**config.mk**
```make
export PLATFORM = sky130hd
export DESIGN_NAME = e2e_mmio_csr_responder
export DESIGN_NICKNAME = d
export VERILOG_FILES = /design/src/rtl/e2e_csr_pkg.sv /design/src/rtl/e2e_mgmt_indirect_fsm.sv /design/src/rtl/e2e_mmio_csr_responder.sv
export SDC_FILE = /design/constraint.sdc
export NUM_CORES = 1
export LEC_CHECK = 0
export ABC_CLOCK_PERIOD_IN_PS = 2500
export BUFFER_PORTS_ARGS = -buffer_cell sky130_fd_sc_hd__buf_2
export CAP_MARGIN = 10
export CORE_AREA = 5 5 270 272
export CTS_CLUSTER_SIZE = 30
export DETAILED_ROUTE_END_ITERATION = 10
export DIE_AREA = 0 0 275 277
export HOLD_SLACK_MARGIN = 0.06
export SETUP_SLACK_MARGIN = 0.2
export SYNTH_ARGS = -nofsm -noshare
export SYNTH_HDL_FRONTEND = slang
export SYNTH_SLANG_ARGS = --single-unit
```
**constraint.sdc**
```tcl
create_clock -name pClk -period 2.5 [get_ports pClk]
set_input_delay 0.375 -clock pClk [delete_from_list [all_inputs] [get_ports pClk]]
set_output_delay 0.375 -clock pClk [all_outputs]
set_load 0.01 [all_outputs]
```
**src/rtl/e2e_csr_pkg.sv**
```systemverilog
// e2e_csr_pkg
// Shared definitions for the eth_e2e AFU MMIO responder:
//   - the minimal CCI-P Rx / MMIO header types the responder consumes
//   - 64-bit CSR index map and CTRL bit positions
//   - indirect management FSM state encoding
//   - read-back pattern used when an indirect read times out
package e2e_csr_pkg;

  typedef logic [8:0] t_ccip_tid;

  typedef struct packed {
    logic [15:0] address;  // dword address
    logic [1:0]  length;   // 0: 32-bit access, otherwise 64-bit
    logic        rsvd;
    t_ccip_tid   tid;
  } t_ccip_c0_ReqMmioHdr;

  typedef struct packed {
    t_ccip_c0_ReqMmioHdr hdr;
    logic [511:0]        data;
    logic                rspValid;
    logic                mmioRdValid;
    logic                mmioWrValid;
  } t_if_ccip_c0_Rx;

  typedef struct packed {
    logic           c0TxAlmFull;
    logic           c1TxAlmFull;
    t_if_ccip_c0_Rx c0;
  } t_if_ccip_Rx;

  localparam logic [14:0] E2E_CSR_DFH      = 15'd0;
  localparam logic [14:0] E2E_CSR_AFU_ID_L = 15'd1;
  localparam logic [14:0] E2E_CSR_AFU_ID_H = 15'd2;
  localparam logic [14:0] E2E_CSR_CTRL     = 15'd6;
  localparam logic [14:0] E2E_CSR_WDATA    = 15'd7;
  localparam logic [14:0] E2E_CSR_RDATA    = 15'd8;
  localparam logic [14:0] E2E_CSR_SCRATCH  = 15'd9;

  localparam int unsigned CTRL_WR_CMD_BIT  = 16;
  localparam int unsigned CTRL_RD_CMD_BIT  = 17;
  localparam int unsigned CTRL_TIMEOUT_BIT = 30;
  localparam int unsigned CTRL_BUSY_BIT    = 31;

  typedef enum logic [1:0] {
    MGMT_IDLE    = 2'd0,
    MGMT_WR      = 2'd1,
    MGMT_RD_REQ  = 2'd2,
    MGMT_RD_WAIT = 2'd3
  } t_mgmt_state;

  localparam logic [31:0] TIMEOUT_PATTERN = 32'hDEAD_BEEF;

  // 32-bit reads return the selected dword zero-extended.
  function automatic logic [63:0] dword_view(input logic [63:0] val,
                                             input logic is_32,
                                             input logic hi);
    if (!is_32) return val;
    return hi ? {32'h0, val[63:32]} : {32'h0, val[31:0]};
  endfunction

endpackage

```
**src/rtl/e2e_mgmt_indirect_fsm.sv**
```systemverilog
// e2e_mgmt_indirect_fsm
// Sequences single indirect write/read transactions on the 32-bit
// management bus and holds the RDATA mailbox and timeout status.
// Optional feature macro: E2E_MGMT_TIMEOUT_EN (read timeout counter).
//
// state        | meaning
// -------------+---------------------------------------------------
// MGMT_IDLE    | no command in flight, accepts start_wr / start_rd
// MGMT_WR      | mgmt_wr strobe with address and write data
// MGMT_RD_REQ  | mgmt_rd strobe with address
// MGMT_RD_WAIT | waiting for mgmt_rvalid (or timeout when enabled)
//
// Ports:
//   clk, rst       clock, synchronous active-high reset
//   start_wr/rd    command edges from the CTRL register
//   ctrl_addr      indirect address, wdata indirect write data
//   mgmt_*         management bus strobes and read return
//   rdata          RDATA mailbox, busy / timeout_err CTRL status bits
module e2e_mgmt_indirect_fsm
  import e2e_csr_pkg::*;
#(
  parameter int unsigned MGMT_TIMEOUT = 1024
) (
  input  logic        clk,
  input  logic        rst,
  input  logic        start_wr,
  input  logic        start_rd,
  input  logic [15:0] ctrl_addr,
  input  logic [31:0] wdata,
  output logic        mgmt_wr,
  output logic        mgmt_rd,
  output logic [15:0] mgmt_addr,
  output logic [31:0] mgmt_wdata,
  input  logic [31:0] mgmt_rdata,
  input  logic        mgmt_rvalid,
  output logic [31:0] rdata,
  output logic        busy,
  output logic        timeout_err
);

  t_mgmt_state state_q, state_d;
  logic        tmo_hit;

`ifdef E2E_MGMT_TIMEOUT_EN
  localparam int unsigned CW = $clog2(MGMT_TIMEOUT + 1);
  logic [CW-1:0] tmo_cnt;

  // Loaded while the read strobe goes out, so RD_WAIT lasts exactly
  // MGMT_TIMEOUT cycles before giving up.
  always_ff @(posedge clk) begin
    if (rst) begin
      tmo_cnt <= '0;
    end else if (state_q == MGMT_RD_REQ) begin
      tmo_cnt <= CW'(MGMT_TIMEOUT - 1);
    end else if (state_q == MGMT_RD_WAIT && tmo_cnt != '0) begin
      tmo_cnt <= tmo_cnt - CW'(1);
    end
  end

  assign tmo_hit = (state_q == MGMT_RD_WAIT) && (tmo_cnt == '0);
`else
  logic unused_timeout;
  assign unused_timeout = ^MGMT_TIMEOUT;
  assign tmo_hit = 1'b0;
`endif

  always_ff @(posedge clk) begin
    if (rst) state_q <= MGMT_IDLE;
    else     state_q <= state_d;
  end

  always_comb begin
    state_d    = state_q;
    mgmt_wr    = 1'b0;
    mgmt_rd    = 1'b0;
    mgmt_addr  = '0;
    mgmt_wdata = '0;
    case (state_q)
      MGMT_IDLE: begin
        if (start_wr)      state_d = MGMT_WR;
        else if (start_rd) state_d = MGMT_RD_REQ;
      end
      MGMT_WR: begin
        mgmt_wr    = 1'b1;
        mgmt_addr  = ctrl_addr;
        mgmt_wdata = wdata;
        state_d    = MGMT_IDLE;
      end
      MGMT_RD_REQ: begin
        mgmt_rd   = 1'b1;
        mgmt_addr = ctrl_addr;
        state_d   = MGMT_RD_WAIT;
      end
      MGMT_RD_WAIT: begin
        if (mgmt_rvalid || tmo_hit) state_d = MGMT_IDLE;
      end
      default: state_d = MGMT_IDLE;
    endcase
  end

  always_ff @(posedge clk) begin
    if (rst) begin
      rdata       <= '0;
      timeout_err <= 1'b0;
    end else begin
      // Error flag survives until the host launches the next command.
      if (state_q == MGMT_IDLE && (start_wr || start_rd)) timeout_err <= 1'b0;
      if (state_q == MGMT_RD_WAIT) begin
        if (mgmt_rvalid) begin
          rdata <= mgmt_rdata;
        end else if (tmo_hit) begin
          rdata       <= TIMEOUT_PATTERN;
          timeout_err <= 1'b1;
        end
      end
    end
  end

  assign busy = (state_q != MGMT_IDLE);

endmodule

```
**src/rtl/e2e_mmio_csr_responder.sv**
```systemverilog
// e2e_mmio_csr_responder
// AFU-side CCI-P MMIO responder: decodes c0 MMIO reads/writes, owns the
// DFH/AFU ID/scratch registers and the CTRL/WDATA/RDATA mailbox that
// drives the indirect management bus. Reads return on c2 two cycles
// after the request, fully pipelined.
// Optional feature macro: E2E_MGMT_TIMEOUT_EN (passed to the mgmt FSM).
//
// Ports:
//   pClk, pck_cp2af_softReset   clock, synchronous active-high reset
//   pck_cp2af_sRx               CCI-P Rx (c0 MMIO fields only)
//   mmio_rsp_valid/tid/data     c2 MMIO read response
//   mgmt_wr/rd/addr/wdata       indirect management bus request
//   mgmt_rdata/rvalid           indirect management bus read return
module e2e_mmio_csr_responder
  import e2e_csr_pkg::*;
#(
  parameter logic [63:0] AFU_ID_L     = 64'h0,
  parameter logic [63:0] AFU_ID_H     = 64'h0,
  parameter logic [63:0] DFH_VALUE    = 64'h1000_0000_0000_0000,
  parameter int unsigned MGMT_TIMEOUT = 1024
) (
  input  logic        pClk,
  input  logic        pck_cp2af_softReset,
  input  t_if_ccip_Rx pck_cp2af_sRx,
  output logic        mmio_rsp_valid,
  output t_ccip_tid   mmio_rsp_tid,
  output logic [63:0] mmio_rsp_data,
  output logic        mgmt_wr,
  output logic        mgmt_rd,
  output logic [15:0] mgmt_addr,
  output logic [31:0] mgmt_wdata,
  input  logic [31:0] mgmt_rdata,
  input  logic        mgmt_rvalid
);

  t_ccip_c0_ReqMmioHdr hdr;
  logic [14:0] idx;
  logic        is_32, hi, rd_en, wr_en, lo_we;
  logic [63:0] wr_data;

  assign hdr     = pck_cp2af_sRx.c0.hdr;
  assign idx     = hdr.address[15:1];
  assign is_32   = (hdr.length == 2'b00);
  assign hi      = hdr.address[0];
  assign rd_en   = pck_cp2af_sRx.c0.mmioRdValid;
  assign wr_en   = pck_cp2af_sRx.c0.mmioWrValid;
  assign wr_data = pck_cp2af_sRx.c0.data[63:0];
  // 32-bit CSRs only react to writes that cover dword 0.
  assign lo_we   = wr_en && (!is_32 || !hi);

  logic unused_rx;
  assign unused_rx = ^{pck_cp2af_sRx.c0TxAlmFull, pck_cp2af_sRx.c1TxAlmFull,
                       hdr.rsvd, pck_cp2af_sRx.c0.data[511:64],
                       pck_cp2af_sRx.c0.rspValid};

  logic [63:0] scratch;
  logic [15:0] ctrl_addr;
  logic        ctrl_wr, ctrl_rd;
  logic [31:0] wdata_q, rdata;
  logic        busy, timeout_err;
  logic        ctrl_we, start_wr, start_rd;

  assign ctrl_we  = lo_we && (idx == E2E_CSR_CTRL);
  // Commands fire on the 0->1 edge of the stored bit; write wins a tie.
  assign start_wr = ctrl_we && wr_data[CTRL_WR_CMD_BIT] && !ctrl_wr;
  assign start_rd = ctrl_we && wr_data[CTRL_RD_CMD_BIT] && !ctrl_rd && !start_wr;

  always_ff @(posedge pClk) begin
    if (pck_cp2af_softReset) begin
      scratch   <= '0;
      ctrl_addr <= '0;
      ctrl_wr   <= 1'b0;
      ctrl_rd   <= 1'b0;
      wdata_q   <= '0;
    end else begin
      if (wr_en && idx == E2E_CSR_SCRATCH) begin
        if (!is_32)  scratch          <= wr_data;
        else if (hi) scratch[63:32]   <= wr_data[31:0];
        else         scratch[31:0]    <= wr_data[31:0];
      end
      if (ctrl_we) begin
        ctrl_addr <= wr_data[15:0];
        ctrl_wr   <= wr_data[CTRL_WR_CMD_BIT];
        ctrl_rd   <= wr_data[CTRL_RD_CMD_BIT];
      end
      if (lo_we && idx == E2E_CSR_WDATA) wdata_q <= wr_data[31:0];
    end
  end

  logic [63:0] reg_val;

  // Uses pre-write register values, so a same-cycle read sees old data.
  always_comb begin
    reg_val = '0;
    case (idx)
      E2E_CSR_DFH:      reg_val = DFH_VALUE;
      E2E_CSR_AFU_ID_L: reg_val = AFU_ID_L;
      E2E_CSR_AFU_ID_H: reg_val = AFU_ID_H;
      E2E_CSR_CTRL:     reg_val = {32'h0, busy, timeout_err, 12'h0,
                                   ctrl_rd, ctrl_wr, ctrl_addr};
      E2E_CSR_WDATA:    reg_val = {32'h0, wdata_q};
      E2E_CSR_RDATA:    reg_val = {32'h0, rdata};
      E2E_CSR_SCRATCH:  reg_val = scratch;
      default:          reg_val = '0;
    endcase
  end

  logic        s1_valid;
  t_ccip_tid   s1_tid;
  logic [63:0] s1_data;

  always_ff @(posedge pClk) begin
    if (pck_cp2af_softReset) begin
      s1_valid       <= 1'b0;
      s1_tid         <= '0;
      s1_data        <= '0;
      mmio_rsp_valid <= 1'b0;
      mmio_rsp_tid   <= '0;
      mmio_rsp_data  <= '0;
    end else begin
      s1_valid       <= rd_en;
      s1_tid         <= rd_en ? hdr.tid : '0;
      s1_data        <= rd_en ? dword_view(reg_val, is_32, hi) : '0;
      mmio_rsp_valid <= s1_valid;
      mmio_rsp_tid   <= s1_tid;
      mmio_rsp_data  <= s1_data;
    end
  end

  e2e_mgmt_indirect_fsm #(
    .MGMT_TIMEOUT(MGMT_TIMEOUT)
  ) u_mgmt_fsm (
    .clk         (pClk),
    .rst         (pck_cp2af_softReset),
    .start_wr    (start_wr),
    .start_rd    (start_rd),
    .ctrl_addr   (ctrl_addr),
    .wdata       (wdata_q),
    .mgmt_wr     (mgmt_wr),
    .mgmt_rd     (mgmt_rd),
    .mgmt_addr   (mgmt_addr),
    .mgmt_wdata  (mgmt_wdata),
    .mgmt_rdata  (mgmt_rdata),
    .mgmt_rvalid (mgmt_rvalid),
    .rdata       (rdata),
    .busy        (busy),
    .timeout_err (timeout_err)
  );

endmodule

```
Word level (Yosys, flattened, before mapping)

Index checks and enable logic that the tools add are counted.

Bitwise operators: 1
Reduce and logical (&&, ||, !) cells: 25
Multiplexer cells: 17
Equality and inequality tests: 11

Operators with widths:

| kind                | count |
|---|---|
| $pmux 64 s5         | 1 |
| $mux 64             | 3 |
| $mux 32             | 4 |
| $eq 15x3->1 const B | 2 |
| $eq 15x4->1 const B | 2 |
| $mux 16             | 1 |
| $logic_not 15->1    | 1 |
| $logic_and 1x1->1   | 9 |
| $pmux 2 s4          | 1 |
| $reduce_and 2->1    | 4 |
| $mux 2              | 3 |
| $ne 2x2->1 const B  | 3 |
| $logic_not 1->1     | 5 |
| $eq 2x2->1 const B  | 2 |
| $logic_not 2->1     | 2 |
| $mux 1              | 4 |
| $reduce_or 2->1     | 2 |
| $ne 3x2->1 const B  | 1 |
| $eq 2x1->1 const B  | 1 |
| $reduce_bool 2->1   | 1 |
| $logic_or 1x1->1    | 1 |
| $not 1->1           | 1 |

Output and inout bits: 124
Word-level logic and storage cells: 68
Flip-flop bits (word level): 296
Input bits: 580

Logic depth before layout (Yosys ltp)

Gate-level depths: netlist of the first run.

Word-level depth: 12
Gate-level depth with buffers: 7
Mapped depth without buffers: 5

By module

A second synthesis of the first run with hierarchy kept.

Cell total of the unflattened synthesis: 1277
Area total of the unflattened synthesis: 11865.1 um^2

By module, submodules not included:

| module                 | instances | area each (um^2) | cells each | sequential area each (um^2) |
|---|---|---|---|---|
| e2e_mmio_csr_responder | 1         | 10192.3          | 1061       | 5245.0 |
| e2e_mgmt_indirect_fsm  | 1         | 1672.9           | 216        | 680.7 |

Worst setup path after synthesis of the first run

OpenSTA, ideal clock, no wires.

Path type: input-to-reg
From: input port pck_cp2af_sRx[538] (netlist name)
To: register wdata_q[1]
Library setup time: 0.132 ns
Path slack: 0.300 ns
Data arrival time: 2.068 ns
Data required time: 2.368 ns
Path buffers: 3
Cell stages on the path: 7
Cells stage by stage: or4_4 > buf_6 > or4_4 > buf_6 > buf_6 > o31ai_1 > a21oi_1

Word-level cells in the longest chain between the ends: 2

Ends and longest elaborated chain:

| item                 | RTL line                     | RTL |
|---|---|---|
| from (decl)          | e2e_mmio_csr_responder.sv:24 | `input t_if_ccip_Rx pck_cp2af_sRx,` |
| $eq 15x3->1          | e2e_mmio_csr_responder.sv:86 | `if (lo_we && idx == E2E_CSR_WDATA) wdata_q <= wr_data[31:0];` |
| $logic_and 1x1->1    | e2e_mmio_csr_responder.sv:86 |  |
| to (signal assigned) | e2e_mmio_csr_responder.sv:86 |  |
| to (decl)            | e2e_mmio_csr_responder.sv:59 | `logic [31:0] wdata_q, rdata;` |

No other way between the ends.
A chain may end at the register's enable or synchronous reset.

Final worst setup path of the first run

From: register u_mgmt_fsm.state_q[1]
To: output port mgmt_wdata[17]

Word-level cells in the longest chain between the ends: 2

Ends and longest elaborated chain:

| item                   | RTL line                     | RTL |
|---|---|---|
| from (decl)            | e2e_mgmt_indirect_fsm.sv:41  | `t_mgmt_state state_q, state_d;` |
| from (signal assigned) | e2e_mgmt_indirect_fsm.sv:69  | `else state_q <= state_d;` |
| $eq 2x1->1             | e2e_mgmt_indirect_fsm.sv:78  | `case (state_q)` |
| $mux 32                | e2e_mgmt_indirect_fsm.sv:78  |  |
| to (decl)              | e2e_mmio_csr_responder.sv:31 | `output logic [31:0] mgmt_wdata,` |

No other way between the ends.

==> flow_results.xml, run 1 <==
<?xml version="1.0" encoding="UTF-8"?>
<metrics>
  <group name="worst_setup_path">
    <metric name="cpLargestDelayFamily" unit="">buffers and inverters</metric>
    <metric name="critical_path.n_buffers_inverters" unit="">3</metric>
    <metric name="worstPathArrival" unit="ns">1.83</metric>
    <metric name="worst_path_largest_cell_delay" unit="ns">0.35</metric>
    <metric name="timing.critical_path.cells" unit="">inv_1 -&gt; ha_4 -&gt; buf_6 -&gt; and2_1 -&gt; buf_2</metric>
    <metric name="critical_path.endpoint_type" unit="">output pin</metric>
    <metric name="critical_path.slowest_cell" unit="">sky130_fd_sc_hd__dfxtp_1</metric>
    <metric name="critPathMaxFanout" unit="">17</metric>
    <metric name="required" unit="ns">2.12</metric>
    <metric name="critical_path.startpoint_type" unit="">flip-flop</metric>
    <metric name="regToRegSetupSlack" unit="ns">0.77</metric>
    <metric name="setup.worst_path.class" unit="">reg2out</metric>
  </group>
  <group name="sta">
    <metric name="setup_tns" unit="ns">0</metric>
    <metric name="period_needed" unit="ns">2.20</metric>
    <metric name="hold_viol_final" unit="">0</metric>
    <metric name="final-setup-viol-count" unit="">0</metric>
    <metric name="min_period_over_period" unit="">0.881</metric>
    <metric name="finalMaxSlewViolations" unit="">0</metric>
    <metric name="grt_setup_unrepaired" unit="">false</metric>
    <metric name="fmax" unit="MHz">454</metric>
    <metric name="tightestPinTransition" unit="ns">1.08</metric>
    <metric name="finClkSkew" unit="ns">0.0106</metric>
    <metric name="timing.slew.headroom" unit="">0.280</metric>
  </group>
  <group name="cells_and_area">
    <metric name="nNetsFinal" unit="">2060</metric>
    <metric name="final_cell_count_no_fill" unit="">2454</metric>
    <metric name="final_design_area_no_fill" unit="mm2">0.0157</metric>
    <metric name="post_route_cells_drive_above_1_share" unit="">0.293</metric>
    <metric name="flow.area_growth_from_synthesis" unit="%">35.4</metric>
  </group>
  <group name="synthesis">
    <metric name="synth_cell_types" unit="">49</metric>
    <metric name="post_synth_fa_ha_maj_area_fraction" unit="">0.00539</metric>
    <metric name="yosysWarnings" unit="">0</metric>
    <metric name="synth.largest_area_cell" unit="">sky130_fd_sc_hd__dfxtp_1</metric>
    <metric name="post_synth_xor_area_fraction" unit="">0</metric>
    <metric name="synth.area.top_cells" unit="">sky130_fd_sc_hd__dfxtp_1 51%, sky130_fd_sc_hd__a21oi_1 6.3%, sky130_fd_sc_hd__and2_1 5.0%</metric>
    <metric name="synth_simple_gate_area_share" unit="">0.184</metric>
    <metric name="most_used_standard_cells_in_the_synthesized_netlist" unit="">296 x sky130_fd_sc_hd__dfxtp_1, 146 x sky130_fd_sc_hd__a21oi_1, 93 x sky130_fd_sc_hd__and2_1, 93 x sky130_fd_sc_hd__clkbuf_1, 77 x sky130_fd_sc_hd__nor2b_1</metric>
    <metric name="count_of_flip_flops_with_a_built_in_enable_after_synthesis" unit="">0</metric>
    <metric name="ffs_latches_synth" unit="">296</metric>
    <metric name="async_reset_ff_frac" unit="">0</metric>
    <metric name="synthesized_area_fraction_occupied_by_ao_oa_aoi_and_oai_cells" unit="">0.189</metric>
    <metric name="synth.most_common_cell" unit="">sky130_fd_sc_hd__dfxtp_1</metric>
    <metric name="synth_seq_area_share" unit="">0.510</metric>
    <metric name="ys_dominant_reg_cell" unit="">sky130_fd_sc_hd__dfxtp_1</metric>
    <metric name="synth.mux.area_fraction" unit="">0.0620</metric>
    <metric name="synth.cell_area" unit="mm2">0.0116</metric>
    <metric name="synthesis.area_per_instance" unit="um2">9.60</metric>
    <metric name="netlist.area_leader.share" unit="">0.510</metric>
    <metric name="synthesis.instances" unit="">1210</metric>
    <metric name="synth_top_family_by_area" unit="">compound AO/OA/AOI/OAI gates</metric>
    <metric name="synth.net_count" unit="">1795</metric>
  </group>
  <group name="global_routing">
    <metric name="grt_antenna_before_repair" unit="">25</metric>
    <metric name="grt_start_max_net_pins" unit="">212</metric>
    <metric name="grt.met1_usage" unit="">0.159</metric>
    <metric name="grt.busiest_layer" unit="">met2</metric>
    <metric name="vias_in_the_first_global_route" unit="">9929</metric>
    <metric name="grt_usage" unit="">0.125</metric>
    <metric name="use_met2" unit="">0.212</metric>
    <metric name="groute.layer.met3.usage" unit="">0.0375</metric>
    <metric name="first_pass_grt_wire_length" unit="mm">70.2</metric>
    <metric name="globalRoute.totalOverflow" unit="">0</metric>
  </group>
  <group name="clocking">
    <metric name="clock_insertion_delay_worst_skew" unit="ns">0.57</metric>
    <metric name="worst_setup_hold_path_clk_slew" unit="ns">0.07</metric>
    <metric name="cts_buffer_depth" unit="">3</metric>
    <metric name="cts.htree.levels" unit="">1</metric>
    <metric name="clock_tree_from_tritoncts" unit="">built</metric>
    <metric name="tritoncts.num_buffers" unit="">30</metric>
    <metric name="cts_root_buf" unit="">sky130_fd_sc_hd__clkbuf_16</metric>
    <metric name="tritoncts_num_sinks" unit="">296</metric>
  </group>
  <group name="route">
    <metric name="wire_per_inst" unit="um">20.6</metric>
    <metric name="antenna_left" unit="">0</metric>
    <metric name="routed_wl" unit="mm">50.5</metric>
    <metric name="drt_iter0_markers" unit="">871</metric>
    <metric name="vias_per_cell" unit="">4.24</metric>
    <metric name="drt-pass1-iter-count" unit="">5</metric>
    <metric name="via_total_after_detailed_routing" unit="">10396</metric>
    <metric name="remaining_drc_errors" unit="">0</metric>
  </group>
  <group name="power">
    <metric name="intPower" unit="W">0.00802</metric>
    <metric name="finalPower" unit="W">0.0108</metric>
    <metric name="power.sequential.fraction" unit="">0.443</metric>
    <metric name="vdd_ir_drop_max" unit="V">0.000421</metric>
    <metric name="share_comb_of_total_power" unit="">0.103</metric>
    <metric name="power.switching" unit="W">0.00282</metric>
    <metric name="power_density" unit="mW/mm2">689</metric>
    <metric name="leakage" unit="nW">6.01</metric>
    <metric name="power.clock.fraction" unit="">0.454</metric>
    <metric name="netSwitchingFraction" unit="">0.260</metric>
  </group>
  <group name="min_path">
    <metric name="min-delay-path-class" unit="">in2reg</metric>
  </group>
  <group name="floorplan">
    <metric name="die_h" unit="um">277</metric>
    <metric name="site_row_count" unit="">98</metric>
    <metric name="floorplan.initialDensity" unit="">0.165</metric>
    <metric name="io-pin-count" unit="">704</metric>
    <metric name="die_area" unit="mm2">0.0762</metric>
    <metric name="die_width" unit="um">275</metric>
    <metric name="coreArea" unit="mm2">0.0705</metric>
  </group>
  <group name="place">
    <metric name="place_area" unit="mm2">0.0142</metric>
    <metric name="dpl_cells" unit="">2353</metric>
    <metric name="weighted_congestion_reported_at_the_end_of_routability_driven_placement" unit="">0.802</metric>
    <metric name="io_buffer_count" unit="">251</metric>
    <metric name="hpwlAfterDp" unit="mm">37.8</metric>
  </group>
  <group name="run_status">
    <metric name="run_status" unit="">finished, final reports clean</metric>
  </group>
  <group name="flow_run">
    <metric name="timing.max_cap.violations" unit="">0</metric>
  </group>
</metrics>
[power by group through the flow]
stage,registers (W),clock network (W),logic [W]
after floorplan,0.00489,0,0.000494
after global placement,0.00490,0,0.000945
after detailed placement,0.00490,0,0.000950
after CTS,0.00479,0.00503,0.00111
after global routing,0.00480,0.00521,0.00119
final,0.00480,0.00492,0.00112
[cell families (layout without fill, tap and decap cells)]
kind of cell	Yosys count	count (layout)
and+or+nand+nor	375	375
AOI/OAI and AO/OA	333	333
DFF	296	296
buffers and inverters	132	421
muxes	69	69
adders and majority gates	5	5
other	0	5
[routing by layer]
layer,wire [um],vias up
met5,111,-
met4,865,18
met3,4860,78
met2,24500,483
met1,20100,4978
li1,-,4839
[registers in the layout, summed over array words and instances (netlist names)]
name	flops
mmio_rsp_tid	9
s1_tid	9
s1_valid	1
u_mgmt_fsm.state_q	2
mmio_rsp_valid	1
mmio_rsp_data	64
ctrl_addr	16
s1_data	64
ctrl_wr	1
ctrl_rd	1
wdata_q	32
u_mgmt_fsm.rdata	32
scratch	64
[layout make-up]
cell class	instances	area, um2
clock buffers	32	790
inverters	16	60.1
fillers	7740	54800
clock inverters	24	295
diodes	5	12.5
repair buffers	349	2260
flip-flops and latches	296	5930
multi-input cells	782	5190
well taps	950	1190
[worst paths after layout]
kind | from | depth (start not counted) | end
setup / recovery | u_mgmt_fsm.state_q[1] | 5 | mgmt_wdata[17]
hold / removal | mgmt_rdata[16] | 3 | u_mgmt_fsm.rdata[16]
setup reg to reg | u_mgmt_fsm.state_q[1] | 5 | u_mgmt_fsm.rdata[25]
hold reg to reg | s1_data[0] | 1 | mmio_rsp_data[0]
[repair_timing]
action | in CTS | in global routing
endpoints found under the setup margin | 49 | 8
gates cloned | 0 | 0
hold buffers | 39 | 0
setup buffers | 1 | 0
resized for setup | 5 | 1
hold endpoints to repair | 50 | 0
[through the flow]
step | hold WS, ns | utilization | setup WS, ns
4_1_cts | 0.0608 | 0.223 | 0.238
6_report | 0.0937 | 0.223 | 0.296
3_5_place_dp | 0.420 | 0.201 | 0.0281
5_1_grt | 0.0737 | 0.223 | 0.204
3_3_place_gp | 0.423 | 0.201 | 0.0248
2_1_floorplan | 0.414 | - | 0.300
[cells in the final DEF, fill, tap and decap left out, types with 8 or more instances in the layout]
| cell | Yosys | layout |
|---|---|---|
| sky130_fd_sc_hd__o31ai_2 | 28 | 28 |
| sky130_fd_sc_hd__nand4_1 | 34 | 34 |
| sky130_fd_sc_hd__nand2_1 | 68 | 67 |
| sky130_fd_sc_hd__dlygate4sd3_1 | 0 | 39 |
| sky130_fd_sc_hd__a22oi_1 | 13 | 13 |
| sky130_fd_sc_hd__clkinvlp_4 | 0 | 8 |
| sky130_fd_sc_hd__dfxtp_1 | 296 | 295 |
| sky130_fd_sc_hd__a32oi_1 | 13 | 13 |
| sky130_fd_sc_hd__nand3_1 | 67 | 67 |
| sky130_fd_sc_hd__clkbuf_16 | 0 | 31 |
| sky130_fd_sc_hd__buf_12 | 0 | 13 |
| sky130_fd_sc_hd__inv_1 | 15 | 15 |
| sky130_fd_sc_hd__and2_1 | 93 | 90 |
| sky130_fd_sc_hd__buf_2 | 15 | 250 |
| sky130_fd_sc_hd__o221ai_1 | 14 | 14 |
| sky130_fd_sc_hd__o2bb2ai_1 | 12 | 12 |
| sky130_fd_sc_hd__nor2b_1 | 77 | 77 |
| sky130_fd_sc_hd__mux2_2 | 24 | 24 |
| sky130_fd_sc_hd__a21oi_1 | 146 | 146 |
| sky130_fd_sc_hd__o21ai_0 | 52 | 52 |
| sky130_fd_sc_hd__mux2i_1 | 45 | 45 |
| sky130_fd_sc_hd__buf_4 | 0 | 45 |
| sky130_fd_sc_hd__a211oi_1 | 33 | 33 |
[worst min-delay path, cell delays in order]
cell and delay, ns:
sky130_fd_sc_hd__buf_2 0.13, sky130_fd_sc_hd__nand2_1 0.07, sky130_fd_sc_hd__a21oi_1 0.05
Note: power is estimated with default switching activity, not from simulation.
==> run 2: changes to the inputs <==
Settings changed: PLACE_DENSITY from default to 0.36.
==> run 2 against run 1 <==
  * Sequential cell count is the same
  * Wire length grew 8.1%
  * Core utilization grew 0.78 points
  * Critical path type unchanged
  * Largest power group unchanged
==> flow_results.xml, run 2 (synthesized netlist as in run 1, its figures left out) <==
<?xml version="1.0" encoding="UTF-8"?>
<metrics>
  <group name="route">
    <metric name="vias_per_cell" unit="">4.19</metric>
    <metric name="antenna_left" unit="">0</metric>
    <metric name="wirelength_met1" unit="mm">23.8</metric>
    <metric name="routed_wl" unit="mm">54.6</metric>
    <metric name="wire_per_inst" unit="um">21.9</metric>
    <metric name="via_total_after_detailed_routing" unit="">10431</metric>
    <metric name="met3WireLength" unit="mm">3.47</metric>
    <metric name="routed-wl-met2" unit="mm">25.9</metric>
    <metric name="drt-pass1-iter-count" unit="">5</metric>
    <metric name="maxUsedRoutingLayer" unit="">met5</metric>
    <metric name="remaining_drc_errors" unit="">0</metric>
    <metric name="drt_iter0_markers" unit="">684</metric>
  </group>
  <group name="floorplan">
    <metric name="coreArea" unit="mm2">0.0705</metric>
    <metric name="die_h" unit="um">277</metric>
    <metric name="die_area" unit="mm2">0.0762</metric>
    <metric name="site_row_count" unit="">98</metric>
    <metric name="floorplan.initialDensity" unit="">0.165</metric>
    <metric name="die_width" unit="um">275</metric>
    <metric name="io-pin-count" unit="">704</metric>
  </group>
  <group name="sta">
    <metric name="min_period_over_period" unit="">0.893</metric>
    <metric name="period_needed" unit="ns">2.23</metric>
    <metric name="tightestPinTransition" unit="ns">1.04</metric>
    <metric name="setup_tns" unit="ns">0</metric>
    <metric name="grt_setup_unrepaired" unit="">false</metric>
    <metric name="final-setup-viol-count" unit="">0</metric>
    <metric name="holdWs" unit="ns">0.102</metric>
    <metric name="fmax" unit="MHz">448</metric>
    <metric name="post-route-worst-setup-slack" unit="ns">0.268</metric>
    <metric name="timing.slew.headroom" unit="">0.304</metric>
    <metric name="finalMaxSlewViolations" unit="">0</metric>
    <metric name="hold_viol_final" unit="">0</metric>
    <metric name="finClkSkew" unit="ns">0.0226</metric>
  </group>
  <group name="cells_and_area">
    <metric name="layout.cells.most_common" unit="">sky130_fd_sc_hd__dfxtp_1</metric>
    <metric name="nNetsFinal" unit="">2087</metric>
    <metric name="layout.core_utilization" unit="">0.231</metric>
    <metric name="regs_by_ff_count" unit="">mmio_rsp_data x64, s1_data x64, scratch x64</metric>
    <metric name="final_cell_count_no_fill" unit="">2488</metric>
    <metric name="post_route_cells_drive_above_1_share" unit="">0.313</metric>
    <metric name="most-common-layout-cells" unit="">294 x sky130_fd_sc_hd__dfxtp_1, 249 x sky130_fd_sc_hd__buf_2, 146 x sky130_fd_sc_hd__a21oi_1</metric>
    <metric name="flow.area_growth_from_synthesis" unit="%">40.2</metric>
  </group>
  <group name="worst_setup_path">
    <metric name="regToRegSetupSlack" unit="ns">0.78</metric>
    <metric name="timing.critical_path.cells" unit="">inv_1 -&gt; ha_4 -&gt; and2_1 -&gt; buf_2</metric>
    <metric name="worst-r2r-cell-count" unit="">5</metric>
    <metric name="cpLargestDelayFamily" unit="">flip-flops</metric>
    <metric name="worst_path_largest_cell_delay" unit="ns">0.37</metric>
    <metric name="critical_path.n_buffers_inverters" unit="">2</metric>
    <metric name="critical_path.slowest_cell" unit="">sky130_fd_sc_hd__dfxtp_2</metric>
    <metric name="worstPathArrival" unit="ns">1.86</metric>
    <metric name="setup.worst_path.class" unit="">reg2out</metric>
    <metric name="reg2reg_from" unit="">u_mgmt_fsm.state_q[0]</metric>
    <metric name="critical_path.startpoint_type" unit="">flip-flop</metric>
    <metric name="critical_path.reg2reg.endpoint" unit="">u_mgmt_fsm.rdata[30]</metric>
    <metric name="required" unit="ns">2.12</metric>
    <metric name="critical_path.endpoint_type" unit="">output pin</metric>
    <metric name="critPathMaxFanout" unit="">4</metric>
  </group>
  <group name="place">
    <metric name="weighted_congestion_reported_at_the_end_of_routability_driven_placement" unit="">0.767</metric>
    <metric name="hpwlAfterDp" unit="mm">39.9</metric>
    <metric name="io_buffer_count" unit="">251</metric>
    <metric name="preCtsSetupSlack" unit="ns">-0.109</metric>
    <metric name="dpl_cells" unit="">2370</metric>
  </group>
  <group name="global_routing">
    <metric name="globalRoute.totalOverflow" unit="">0</metric>
    <metric name="grt_start_max_net_pins" unit="">110</metric>
    <metric name="first_pass_grt_wire_length" unit="mm">76.7</metric>
    <metric name="vias_in_the_first_global_route" unit="">10538</metric>
    <metric name="grt_usage" unit="">0.138</metric>
    <metric name="grt_antenna_before_repair" unit="">24</metric>
  </group>
  <group name="min_path">
    <metric name="whs_endpoint" unit="">scratch[31]</metric>
    <metric name="hp-start" unit="">pck_cp2af_sRx[34]</metric>
    <metric name="min-delay-path-class" unit="">in2reg</metric>
    <metric name="holdPathStages" unit="">3</metric>
  </group>
  <group name="clocking">
    <metric name="tritoncts_num_sinks" unit="">296</metric>
    <metric name="clock_tree_from_tritoncts" unit="">built</metric>
    <metric name="cts_buffer_depth" unit="">3</metric>
    <metric name="cts.htree.levels" unit="">2</metric>
    <metric name="clock_insertion_delay_worst_skew" unit="ns">0.57</metric>
    <metric name="cts_root_buf" unit="">sky130_fd_sc_hd__clkbuf_16</metric>
    <metric name="tritoncts.num_buffers" unit="">40</metric>
    <metric name="worst_setup_hold_path_clk_slew" unit="ns">0.07</metric>
  </group>
  <group name="flow_run">
    <metric name="timing.max_cap.violations" unit="">0</metric>
  </group>
  <group name="run_status">
    <metric name="run_status" unit="">finished, final reports clean</metric>
  </group>
  <group name="power">
    <metric name="power_density" unit="mW/mm2">745</metric>
    <metric name="vdd_ir_drop_max" unit="V">0.000350</metric>
    <metric name="leakage" unit="nW">6.32</metric>
  </group>
</metrics>
run 2: how the worst max path moves through the flow:
| stage | endpoint | slack, ns | cells after the start | start |
|---|---|---|---|---|
| global placement | s1_data[56] | -0.15 | 8 | pck_cp2af_sRx[534] |
| CTS | mgmt_addr[14] | 0.21 | 5 | u_mgmt_fsm.state_q[0] |
| floorplan | wdata_q[1] | 0.30 | 7 | pck_cp2af_sRx[538] |
| global route | mgmt_addr[10] | 0.21 | 5 | u_mgmt_fsm.state_q[0] |
| finish | mgmt_addr[0] | 0.27 | 4 | u_mgmt_fsm.state_q[0] |
| detailed placement | s1_data[54] | -0.11 | 8 | pck_cp2af_sRx[534] |
run 2: what timing repair did:
action	CTS	global route
resized for setup	8	2
setup buffers	2	0
hold buffers	38	0
setup endpoints to repair	37	2
hold endpoints to repair	38	0
pin swaps	1	0
run 2: per-layer routing:
layer,up-vias,global-route usage
met3,89,0.0318
met4,10,0.0434
met1,5061,0.182
met2,372,0.225
li1,4899,-
met5,-,0
run 2: power breakdown:
group	internal (W)	total [W]	leakage [nW]	switching (W)
clock network	0.00383	0.00613	0.705	0.00230
registers	0.00477	0.00480	2.39	0.0000369
logic	0.000445	0.00119	3.22	0.000743
run 2: area by class of cell:
type	instances	area, um2
fillers	7769	54200
clock inverters	19	249
flip-flops and latches	296	5930
well taps	950	1190
clock buffers	54	1170
inverters	16	60.1
repair buffers	366	2450
multi-input cells	782	5210
diodes	5	12.5
run 2: worst reg2reg max path, stage by stage (launching register included):
cell and delay [ns]:
sky130_fd_sc_hd__dfxtp_2 0.37, sky130_fd_sc_hd__ha_1 0.20, sky130_fd_sc_hd__and2_2 0.47, sky130_fd_sc_hd__buf_4 0.35, sky130_fd_sc_hd__nand2_1 0.13, sky130_fd_sc_hd__a21oi_1 0.13
run 2: stage by stage:
stage | instance area [um2] | total power, W
after global placement | 14400 | 0.00595
after global routing | 16300 | 0.0126
final | 16300 | 0.0121
after floorplan | 11600 | 0.00538
after CTS | 16300 | 0.0124
after detailed placement | 14400 | 0.00596
==> run 3: changes to the inputs <==
Settings changed: CTS_BUF_LIST from default to sky130_fd_sc_hd__clkbuf_16.
==> run 3 against run 2 <==
  * Wire length rose by 0.29%
  * Combinational power about the same
  * Sequential share of layout area grew 0.20 points
  * Clock-buffer cell count fell by 13
  * Die area is the same
  * Non-clock buffer count up 1
  * Clock skew fell by 0.0017 ns
  * Worst setup slack worse by 0.0035 ns
  * Maximum frequency decreased by 0.15%
  * Core utilization shrank 0.13 points
  * Largest cell class unchanged
  * Highest routed layer unchanged
==> flow_results.xml, run 3 (synthesized netlist as in run 1, its figures left out) <==
<?xml version="1.0" encoding="UTF-8"?>
<metrics>
  <group name="run_status">
    <metric name="run_status" unit="">finished, final reports clean</metric>
  </group>
  <group name="floorplan">
    <metric name="floorplan.initialDensity" unit="">0.165</metric>
    <metric name="coreArea" unit="mm2">0.0705</metric>
    <metric name="site_row_count" unit="">98</metric>
    <metric name="io-pin-count" unit="">704</metric>
    <metric name="die_area" unit="mm2">0.0762</metric>
    <metric name="die_h" unit="um">277</metric>
    <metric name="die_width" unit="um">275</metric>
  </group>
  <group name="cells_and_area">
    <metric name="layout.cells.most_common" unit="">sky130_fd_sc_hd__dfxtp_1</metric>
    <metric name="most-common-layout-cells" unit="">294 x sky130_fd_sc_hd__dfxtp_1, 249 x sky130_fd_sc_hd__buf_2, 146 x sky130_fd_sc_hd__a21oi_1</metric>
    <metric name="post_route_cells_drive_above_1_share" unit="">0.306</metric>
    <metric name="flow.area_growth_from_synthesis" unit="%">39.4</metric>
    <metric name="nNetsFinal" unit="">2088</metric>
    <metric name="fill_cells" unit="">7775</metric>
    <metric name="regs_by_ff_count" unit="">mmio_rsp_data x64, s1_data x64, scratch x64</metric>
  </group>
  <group name="clocking">
    <metric name="cts_buffer_depth" unit="">3</metric>
    <metric name="worst_setup_hold_path_clk_slew" unit="ns">0.07</metric>
    <metric name="cts.htree.levels" unit="">2</metric>
    <metric name="cts_root_buf" unit="">sky130_fd_sc_hd__clkbuf_16</metric>
    <metric name="clock_insertion_delay_worst_skew" unit="ns">0.57</metric>
    <metric name="tritoncts.num_buffers" unit="">40</metric>
    <metric name="tritoncts_num_sinks" unit="">296</metric>
    <metric name="clock_tree_from_tritoncts" unit="">built</metric>
  </group>
  <group name="route">
    <metric name="vias_per_cell" unit="">4.21</metric>
    <metric name="drt-pass1-iter-count" unit="">5</metric>
    <metric name="drt_iter0_markers" unit="">667</metric>
    <metric name="via_total_after_detailed_routing" unit="">10474</metric>
    <metric name="antenna_left" unit="">0</metric>
    <metric name="remaining_drc_errors" unit="">0</metric>
    <metric name="wire_per_inst" unit="um">22.0</metric>
    <metric name="routed_wl" unit="mm">54.7</metric>
  </group>
  <group name="sta">
    <metric name="period_needed" unit="ns">2.24</metric>
    <metric name="timing.slew.headroom" unit="">0.306</metric>
    <metric name="finalMaxSlewViolations" unit="">0</metric>
    <metric name="finClkSkew" unit="ns">0.0209</metric>
    <metric name="hold_viol_final" unit="">0</metric>
    <metric name="fmax" unit="MHz">447</metric>
    <metric name="final-setup-viol-count" unit="">0</metric>
    <metric name="grt_setup_unrepaired" unit="">false</metric>
    <metric name="min_period_over_period" unit="">0.894</metric>
    <metric name="tightestPinTransition" unit="ns">1.04</metric>
    <metric name="post-route-worst-setup-slack" unit="ns">0.264</metric>
    <metric name="holdWs" unit="ns">0.104</metric>
  </group>
  <group name="global_routing">
    <metric name="grt_antenna_before_repair" unit="">24</metric>
    <metric name="first_pass_grt_wire_length" unit="mm">76.7</metric>
    <metric name="grt_usage" unit="">0.138</metric>
    <metric name="grt_start_max_net_pins" unit="">110</metric>
    <metric name="globalRoute.totalOverflow" unit="">0</metric>
    <metric name="vias_in_the_first_global_route" unit="">10566</metric>
  </group>
  <group name="power">
    <metric name="share_comb_of_total_power" unit="">0.101</metric>
    <metric name="vdd_ir_drop_max" unit="V">0.000355</metric>
    <metric name="netSwitchingFraction" unit="">0.261</metric>
    <metric name="leakage" unit="nW">6.28</metric>
    <metric name="intPower" unit="W">0.00872</metric>
    <metric name="power.sequential.fraction" unit="">0.407</metric>
    <metric name="power.switching" unit="W">0.00308</metric>
    <metric name="power_density" unit="mW/mm2">729</metric>
    <metric name="power.clock.fraction" unit="">0.492</metric>
  </group>
  <group name="place">
    <metric name="weighted_congestion_reported_at_the_end_of_routability_driven_placement" unit="">0.767</metric>
    <metric name="preCtsSetupSlack" unit="ns">-0.109</metric>
    <metric name="hpwlAfterDp" unit="mm">39.9</metric>
    <metric name="io_buffer_count" unit="">251</metric>
  </group>
  <group name="worst_setup_path">
    <metric name="timing.critical_path.cells" unit="">inv_1 -&gt; ha_4 -&gt; and2_1 -&gt; buf_2</metric>
    <metric name="critical_path.startpoint_type" unit="">flip-flop</metric>
    <metric name="worstPathArrival" unit="ns">1.86</metric>
    <metric name="regToRegSetupSlack" unit="ns">0.77</metric>
    <metric name="critical_path.endpoint_type" unit="">output pin</metric>
    <metric name="worst_path_largest_cell_delay" unit="ns">0.37</metric>
    <metric name="critical_path.slowest_cell" unit="">sky130_fd_sc_hd__dfxtp_2</metric>
    <metric name="required" unit="ns">2.12</metric>
    <metric name="setup.worst_path.class" unit="">reg2out</metric>
    <metric name="critPathMaxFanout" unit="">4</metric>
  </group>
  <group name="flow_run">
    <metric name="timing.max_cap.violations" unit="">0</metric>
  </group>
  <group name="min_path">
    <metric name="min-delay-path-class" unit="">in2reg</metric>
  </group>
</metrics>
[run 3: cell types whose count changed in the layout (fill, tap and decap cells not counted)]
| cell | previous run | this run |
|---|---|---|
| sky130_fd_sc_hd__inv_1 | 14 | 17 |
| sky130_fd_sc_hd__clkbuf_8 | 10 | 0 |
| sky130_fd_sc_hd__clkinv_1 | 0 | 10 |
| sky130_fd_sc_hd__clkbuf_1 | 3 | 0 |
| sky130_fd_sc_hd__dlygate4sd3_1 | 38 | 39 |
[run 3: stage by stage]
step	cell area (um2)	total power, W	setup TNS (ns)	util	std cells
floorplan	11600	0.00538	0	-	1210
global placement	14400	0.00595	-3.06	0.204	2370
detailed placement	14400	0.00596	-2.54	0.204	2370
CTS	16200	0.0120	0	0.229	2484
global route	16200	0.0123	0	0.230	2488
finish	16200	0.0118	0	0.230	2489
[run 3: worst max-delay path, delay by kind of cell, from the launching register on]
family	cells	cell delay, ns
fa+ha+maj	1	0.31
buf+inv	2	0.30
flops	1	0.37
simple gates	1	0.30
[run 3: cell type report]
class	count	area [um2]	share of cell area
multi-input combinational	782	5210	0.322
tap	950	1190	0.0734
inverter	16	60.1	0.00371
antenna	5	12.5	0.000773
sequential	296	5930	0.366
clock buffer	41	1030	0.0634
clock inverter	32	298	0.0184
timing repair buffer	367	2460	0.152
[run 3: path summary, 6_finish.rpt]
check | startpoint | end | cells after the start
setup / recovery | u_mgmt_fsm.state_q[0] | mgmt_addr[0] | 4
hold / removal | mgmt_rdata[2] | u_mgmt_fsm.rdata[2] | 3
setup reg to reg | u_mgmt_fsm.state_q[0] | u_mgmt_fsm.rdata[30] | 5
hold reg to reg | s1_data[53] | mmio_rsp_data[53] | 1
[run 3: power by group through the flow]
| stage | clock [W] | combinational, W | sequential (W) |
|---|---|---|---|
| 2_1_floorplan | 0 | 0.000494 | 0.00489 |
| 6_report | 0.00581 | 0.00119 | 0.00480 |
| 3_5_place_dp | 0 | 0.00106 | 0.00490 |
| 5_1_grt | 0.00621 | 0.00129 | 0.00481 |
| 4_1_cts | 0.00604 | 0.00121 | 0.00480 |
| 3_3_place_gp | 0 | 0.00105 | 0.00490 |
[run 3: repair_timing]
item / 4_1_cts / 5_1_grt
setup endpoints to repair: 37 / 2
gates resized for setup: 8 / 2
hold endpoints to repair: 39 / 0
setup buffers: 2 / 0
pin swaps: 1 / 0
hold buffers: 39 / 0
[run 3: routing by layer]
layer / vias up / GRT usage / part of all wire
met1: 5088 / 0.181 / 0.44
met3: 93 / 0.0325 / 0.062
met5: - / 0 / 0.0014
li1: 4908 / - / -
met4: 10 / 0.0441 / 0.026
met2: 375 / 0.225 / 0.47
